### src/rtl/mean_controller_if.sv
// Purpose: handshake and control bundle between the mean controller, the sample source and the datapath.
// Latency: wires only, no storage.
// Backpressure: carries sample_valid/sample_ready. Master is the controller and slave is the source/datapath side.
// Signals: sample_valid/clear (source -> ctrl), sample_ready, select[5:0], load[2:0],
//          mean_valid, sample_count[COUNT_W-1:0], window_done (ctrl -> source/datapath).
interface mean_controller_if #(
  parameter int COUNT_W = 8
);
  logic               sample_valid;
  logic               sample_ready;
  logic               clear;
  logic [5:0]         select;
  logic [2:0]         load;
  logic               mean_valid;
  logic [COUNT_W-1:0] sample_count;
  logic               window_done;

  modport master (
    input  sample_valid, clear,
    output sample_ready, select, load, mean_valid, sample_count, window_done
  );

  modport slave (
    output sample_valid, clear,
    input  sample_ready, select, load, mean_valid, sample_count, window_done
  );
endinterface

### src/rtl/mean_controller.sv
// Purpose: control FSM for the running-mean datapath (M <= (M>>1)+(x>>1)). It sequences select/load and publishes to REG2.
// Latency: the first sample is published 2 edges after accept and later samples 4 edges after accept. mean_valid is high in the following cycle.
// Backpressure: sample_ready is high only in IDLE, so at most one sample is in flight. clear aborts any update in flight.
// Ports: clock, reset (async, active-high); ctrl (mean_controller_if.master) carries sample_valid/ready, clear,
//        select[5:0], load[2:0] ({REG1,REG3,REG2}), mean_valid, sample_count, window_done.
// Optional: define MEAN_CTRL_WINDOW_EN to restart the mean every WINDOW samples. window_done pulses on the last publish of each window.
module mean_controller #(
  parameter int COUNT_W = 8,
  parameter int WINDOW  = 16
) (
  input  logic              clock,
  input  logic              reset,
  mean_controller_if.master ctrl
);

  typedef enum logic [1:0] {
    IDLE    = 2'd0,
    SUM     = 2'd1,
    UPDATE  = 2'd2,
    PUBLISH = 2'd3
  } state_t;

  state_t             state;
  state_t             state_nxt;
  logic               first;
  logic               mean_valid_q;
  logic [COUNT_W-1:0] count_q;
  logic               accept;
  logic               ready_c;
  logic [5:0]         select_c;
  logic [2:0]         load_c;

  // WINDOW must fit in the window counter. A window of 1 would never fold in a sample.
  if (WINDOW < 2 || WINDOW > (1 << COUNT_W) - 1) begin : g_window_range
    $error("mean_controller: WINDOW out of range");
  end

`ifdef MEAN_CTRL_WINDOW_EN
  localparam logic [COUNT_W-1:0] WIN_LAST = COUNT_W'(WINDOW - 1);
  logic [COUNT_W-1:0] win_cnt;
  logic               win_last;      // the sample currently in flight closes the window
  logic               window_done_q;
`endif

  assign accept = ctrl.sample_valid && ready_c;

  always_comb begin
    state_nxt = state;
    ready_c   = 1'b0;
    select_c  = 6'b000000;
    load_c    = 3'b000;
    case (state)
      IDLE: begin
        ready_c = 1'b1;
        if (first) begin
          // Route data_in straight into REG1. The load follows valid so that REG1 holds the sample at the accepting edge.
          load_c = {ctrl.sample_valid, 2'b00};
          if (ctrl.sample_valid) state_nxt = PUBLISH;
        end else begin
          // Both shifters track their inputs while idle. The value at the accepting edge is the one that is kept.
          select_c = 6'b000111;
          if (ctrl.sample_valid) state_nxt = SUM;
        end
      end
      SUM: begin
        load_c    = 3'b010;
        state_nxt = UPDATE;
      end
      UPDATE: begin
        select_c  = 6'b001000;
        load_c    = 3'b100;
        state_nxt = PUBLISH;
      end
      PUBLISH: begin
        select_c  = 6'b100000;
        load_c    = 3'b001;
        state_nxt = IDLE;
      end
      default: state_nxt = IDLE;
    endcase
  end

  always_ff @(posedge clock or posedge reset) begin
    if (reset) begin
      state        <= IDLE;
      first        <= 1'b1;
      mean_valid_q <= 1'b0;
      count_q      <= '0;
`ifdef MEAN_CTRL_WINDOW_EN
      win_cnt       <= '0;
      win_last      <= 1'b0;
      window_done_q <= 1'b0;
`endif
    end else if (ctrl.clear) begin
      // clear takes priority over any handshake in the same cycle. REG2 is left untouched.
      state        <= IDLE;
      first        <= 1'b1;
      mean_valid_q <= 1'b0;
      count_q      <= '0;
`ifdef MEAN_CTRL_WINDOW_EN
      win_cnt       <= '0;
      win_last      <= 1'b0;
      window_done_q <= 1'b0;
`endif
    end else begin
      state        <= state_nxt;
      mean_valid_q <= (state == PUBLISH);
      if (accept) begin
        first <= 1'b0;
        if (count_q != '1) count_q <= count_q + 1'b1;
      end
`ifdef MEAN_CTRL_WINDOW_EN
      window_done_q <= 1'b0;
      if (accept) begin
        win_last <= (win_cnt == WIN_LAST);
        win_cnt  <= (win_cnt == WIN_LAST) ? '0 : win_cnt + 1'b1;
      end
      // accept and PUBLISH are never in the same cycle, so this cannot conflict with clearing first.
      if (state == PUBLISH) begin
        window_done_q <= win_last;
        if (win_last) first <= 1'b1;
      end
`endif
    end
  end

  assign ctrl.sample_ready = ready_c;
  assign ctrl.select       = select_c;
  assign ctrl.load         = load_c;
  assign ctrl.mean_valid   = mean_valid_q;
  assign ctrl.sample_count = count_q;
`ifdef MEAN_CTRL_WINDOW_EN
  assign ctrl.window_done  = window_done_q;
`else
  assign ctrl.window_done  = 1'b0;
`endif

endmodule

### src/flat_wrapper.sv
// flat-port wrapper written by rule: the top's interface ports become plain ports
module mean_controller_flat 
#(
  parameter int COUNT_W = 8,
  parameter int WINDOW  = 16
)
  (clock, reset, ctrl_sample_valid, ctrl_clear, ctrl_sample_ready, ctrl_select, ctrl_load, ctrl_mean_valid, ctrl_sample_count, ctrl_window_done);
  mean_controller_if #(.COUNT_W(COUNT_W)) ctrl_i ();
  input  logic clock;
  input  logic reset;
  input wire logic [$bits(ctrl_i.sample_valid)-1:0] ctrl_sample_valid;
  input wire logic [$bits(ctrl_i.clear)-1:0] ctrl_clear;
  output wire logic [$bits(ctrl_i.sample_ready)-1:0] ctrl_sample_ready;
  output wire logic [$bits(ctrl_i.select)-1:0] ctrl_select;
  output wire logic [$bits(ctrl_i.load)-1:0] ctrl_load;
  output wire logic [$bits(ctrl_i.mean_valid)-1:0] ctrl_mean_valid;
  output wire logic [$bits(ctrl_i.sample_count)-1:0] ctrl_sample_count;
  output wire logic [$bits(ctrl_i.window_done)-1:0] ctrl_window_done;
  assign ctrl_i.sample_valid = ctrl_sample_valid;
  assign ctrl_i.clear = ctrl_clear;
  assign ctrl_sample_ready = ctrl_i.sample_ready;
  assign ctrl_select = ctrl_i.select;
  assign ctrl_load = ctrl_i.load;
  assign ctrl_mean_valid = ctrl_i.mean_valid;
  assign ctrl_sample_count = ctrl_i.sample_count;
  assign ctrl_window_done = ctrl_i.window_done;
  mean_controller #(.COUNT_W(COUNT_W), .WINDOW(WINDOW)) u_core (.clock(clock), .reset(reset), .ctrl(ctrl_i));
endmodule
### config.mk
export PLATFORM = sky130hd
export DESIGN_NAME = mean_controller_flat
export DESIGN_NICKNAME = d
export VERILOG_FILES = /design/src/rtl/mean_controller_if.sv /design/src/rtl/mean_controller.sv /design/src/flat_wrapper.sv
export SDC_FILE = /design/constraint.sdc
export NUM_CORES = 1
export LEC_CHECK = 0
export ABC_AREA = 1
export ABC_CLOCK_PERIOD_IN_PS = 3740
export CELL_PAD_IN_SITES_DETAIL_PLACEMENT = 2
export CELL_PAD_IN_SITES_GLOBAL_PLACEMENT = 2
export CORE_UTILIZATION = 28
export CTS_BUF_LIST = sky130_fd_sc_hd__clkbuf_2
export DETAILED_ROUTE_END_ITERATION = 10
export PLACE_DENSITY_LB_ADDON = 0.2
export SLEW_MARGIN = 0
export SYNTH_ARGS = -nofsm -noshare
export SYNTH_HDL_FRONTEND = slang
export SYNTH_SLANG_ARGS = --single-unit
### constraint.sdc
create_clock -name clock -period 3.74 [get_ports clock]
set_clock_uncertainty 0.15 [all_clocks]
set_input_delay 0.748 -clock clock [delete_from_list [all_inputs] [get_ports clock]]
set_output_delay 0.748 -clock clock [all_outputs]
set_load 0.05 [all_outputs]
# After elaboration in Yosys (flattened, before gate mapping)
# Cells that the tools add are included.
# W data, S select, Z words.
# word_totals
elab_cells	31
input_bits	4
output_inout_bits	20
latch_bits	0
rom_bits	0
ff_bits	12
mem_bits_rw	0
mem_count	0
# op_classes
order_cmp	0
n_shift	0
n_reduce_logical	5
n_mul	0
muxes	16
eq_ne	5
n_bitwise	0
div_mod_pow	0
addsub	1
# op_table
cell	count
$mux W8	3
$pmux W6 S3	1
$pmux W3 S4	1
$add A8 B1 Y8 const B	1
$mux W2	4
$ne A8 B8 Y1 const B	1
$pmux W2 S4	1
$mux W3	2
$eq A2 B2 Y1 const B	2
$mux W1	4
$reduce_bool A2 Y1	2
$ne A3 B3 Y1 const B	1
$eq A2 B1 Y1 const B	1
$logic_not A2 Y1	1
$reduce_and A2 Y1	1
$logic_and A1 B1 Y1	1

# Longest topological paths before layout
# logic_depth
word_depth	5
ltp_mapped	8
mapped_depth_nobuf	8

# Worst setup path before layout
# Ideal clock, no wire load.
# synth_path
path_kind	register to output
from	register u_core.state[0]
to	output port ctrl_select[1]
t_arrival_ns	2.749
stages_incl_launch_ff	5
n_path_buf	1
slack_ns	0.093
required_time_ns	2.842
cell_sequence	dfrtp_1 -> inv_1 -> ha_1 -> nor3b_1 -> buf_4
# synth_between
elab_chain_len	2
elab_cells_between_ends	4
cone_classes	2 x eq/ne; 1 x mux; 1 x reduce/logical
# synth_rtl
element	line	rtl
start: declaration	mean_controller.sv:23	state_t state;
start signal: assignment	mean_controller.sv:106	state <= state_nxt;
$eq A2 B2 Y1 or $logic_not A2 Y1 (tied branches)	mean_controller.sv:52	case (state)
$pmux W6 S3 (*)	mean_controller.sv:52	
end: declaration	flat_wrapper.sv:14	output wire logic [$bits(ctrl_i.select)-1:0] ctrl_select;
# Mark *: on every way between the ends. The rest lies on a longest branch, timed or not.

# Worst setup path in the final report
# layout_path
from	register u_core.state[0]
to	output port ctrl_select[2]
# The elaborated chain is that of the path after synthesis.

==> impl_metrics.ini <==
[finish]
finalNetCount = 145
fillerInstances = 339
regArea_um2 = 302
diodes = 0
design_area_um2 = 1060
instances_no_fill = 164
syn_to_final_growth_pct = 27.3
multi_input_area_um2 = 430
drive_above_1_share = 0.0827

[synth]
yosysSeqAreaShare = 0.362
syn_area_um2 = 833
yosysUniqueCellTypes = 20
synth_seq_cells = 12
syn_inst = 113
syn_avg_cell_area_um2 = 7.37
synth_warnings = 0

[global_routing]
overflow = 0
grt_pass1_wl_mm = 3.86
antenna_found_initial = 0
grt_max_degree = 14
grt_pass1_vias = 841
track_usage = 0.160

[detailed_routing]
vias_per_cell = 4.85
wl_per_cell_um = 14.2
via_count = 796
ant_nets = 0
wl_mm = 2.33
first_pass_iters = 2
route.detailed.drc = 0
dr.first_iter.drc_count = 9

[die]
die_w_um = 56.6
initial_utilization = 0.300
row_count = 19
io_pins = 24
die_h_um = 56.6
die_area_um2 = 3200
core_area_um2 = 2780

[clock_tree]
path_clk_slew_ns = 0.12
insertion_delay_ns = 0.29
htree_levels = 1
cts_tree = done
clockBufferDepth = 2
cts_sinks = 12
cts_buffers = 3
cts_resized = 0
hold_buffers = 0
cts_root_buf = clkbuf_2
post_cts_buffers = 0

[place]
dp_hpwl_mm = 1.80
dp_cells = 160
post_dp_cell_area_um2 = 1040
io_buffer_count = 21
gp_congestion = 0.775
pre_cts_ws_ns = 0.586

[critical_path]
critPathTopFamily = buffers and inverters
crit_slowest_cell = clkdlybuf4s50_1
critPathArrivalTime_ns = 2.38
path_cells = inv_1 > ha_1 > nor3b_1 > clkdlybuf4s50_1
cp-start-kind = flop
path_buf_inv = 2
crit_path_max_fanout = 6
worstSetupPathType = flop to output port
max_stage_delay_ns = 0.89
r2r_slack_ns = 2.05
worst_ep_required_time_ns = 2.84
cp-end-kind = output port

[timing]
slew_headroom = 0.654
finalHoldViolCount = 0
fmax_mhz = 305
finalSetupTns_ns = 0
min_period_over_period = 0.878
maxSlewViolCount = 0
min_period_ns = 3.28
grt_setup_unrepaired = false
worst_slew_pin_slew_ns = 0.519
setup_violations = 0
timing.final.ws_setup_ns = 0.458

[power]
p_per_area_nw_per_um2 = 410
irDropWorstVdd_v = 0.000262
p_leak_nw = 0.538

[run]
drv_cap = 0

[status]
status = finished, final reports clean

[worst_hold_path]
hold_class = flop to flop
## routing by layer
layer / track usage / part of all wire / vias to the layer above / wire length [um]
met2: 0.249 / 0.48 / 12 / 1110
met4: 0.0836 / 0.018 / 0 / 42
met3: 0.0230 / 0.025 / 4 / 58
li1: - / - / 383 / -
met1: 0.215 / 0.48 / 397 / 1120
met5: 0 / 0 / - / 0
## worst register-to-register path: stages, from the launching register on
cell	delay [ns]
dfrtp_1	0.46
inv_1	0.13
ha_1	0.24
nand2_1	0.11
inv_1	0.15
nand2_8	0.10
nor2_4	0.16
nand2_1	0.07
nand2_1	0.06
## cell type report
cell class	count	area share
multi-input cells	80	0.406
inverters	16	0.0566
repair buffers	21	0.198
flip-flops and latches	12	0.284
clock buffers	4	0.0189
well taps	31	0.0366
## registers in the layout, indices dropped and copies added, names as in the netlist
name / flops
u_core.first: 1
u_core.ctrl.mean_valid: 1
u_core.ctrl.sample_count: 8
u_core.state: 2
## synthesized netlist by cell type
library cell  number  area share
nand2_1           35        0.16
a31oi_1            1      0.0075
nand2_2            2       0.015
inv_1             15       0.068
dfstp_2            1       0.032
a21oi_1            2       0.012
buf_4              6       0.054
nor2_2             1      0.0075
o21ai_0            5       0.030
nor3b_1            1      0.0090
inv_2              1      0.0045
nor2_4             1       0.014
nor2_1             8       0.036
nand2_8            1       0.024
dfrtp_1           11        0.33
o21bai_1           1      0.0090
nand3_1           12       0.072
nand3b_1           1      0.0090
ha_1               7        0.11
conb_1             1      0.0045
## final timing paths
kind / startpoint / to / cells past startpoint
worst max register to register: u_core.state[0]$_DFFE_PP0P_ / u_core.ctrl.sample_count[7]$_DFFE_PP0P_ / 8
min in group asynchronous: reset / u_core.ctrl.sample_count[1]$_DFFE_PP0P_ / 2
worst min register to register: u_core.first$_DFFE_PP1P_ / u_core.first$_DFFE_PP1P_ / 2
worst min-delay path: u_core.first$_DFFE_PP1P_ / u_core.first$_DFFE_PP1P_ / 2
worst max-delay path: u_core.state[0]$_DFFE_PP0P_ / ctrl_select[2] / 4
max in group asynchronous: reset / u_core.first$_DFFE_PP1P_ / 2
## cells in the final DEF, fill, tap and decap left out, drive strengths merged
master         synthesis  layout
conb                   1       2
a31oi                  1       1
dfrtp                 11      11
nand3b                 1       1
ha                     7       7
clkdlybuf4s50          0      21
inv                   16      16
dfstp                  1       1
clkbuf                 0       4
nor2                  10      10
a21oi                  2       2
nor3b                  1       1
o21bai                 1       1
o21ai                  5       5
nand2                 38      38
nand3                 12      12
## cells by family (layout without fill, tap and decap cells)
kind of cell    Yosys count  in the layout  share of synthesized area
simple gates             62             62                      0.344
buf+inv                  22             41                      0.126
flops                    12             12                      0.362
compound gates            9              9                     0.0586
fa+ha+maj                 7              7                      0.105
other cells               1              2                    0.00450
## power by group
part,switching (mW),total [mW],internal (mW)
Combinational,0.141,0.202,0.0614
Sequential,0.0134,0.154,0.141
Clock,0.0503,0.0787,0.0283
## stage by stage
stage,hold slack (ns),total power [mW],util
2_1_floorplan,0.300,0.304,-
3_3_place_gp,0.320,0.354,0.374
3_5_place_dp,0.349,0.360,0.374
4_1_cts,0.368,0.442,0.381
5_1_grt,0.379,0.460,0.381
6_report,0.367,0.435,0.381
Power figures use the tool's default switching activity.
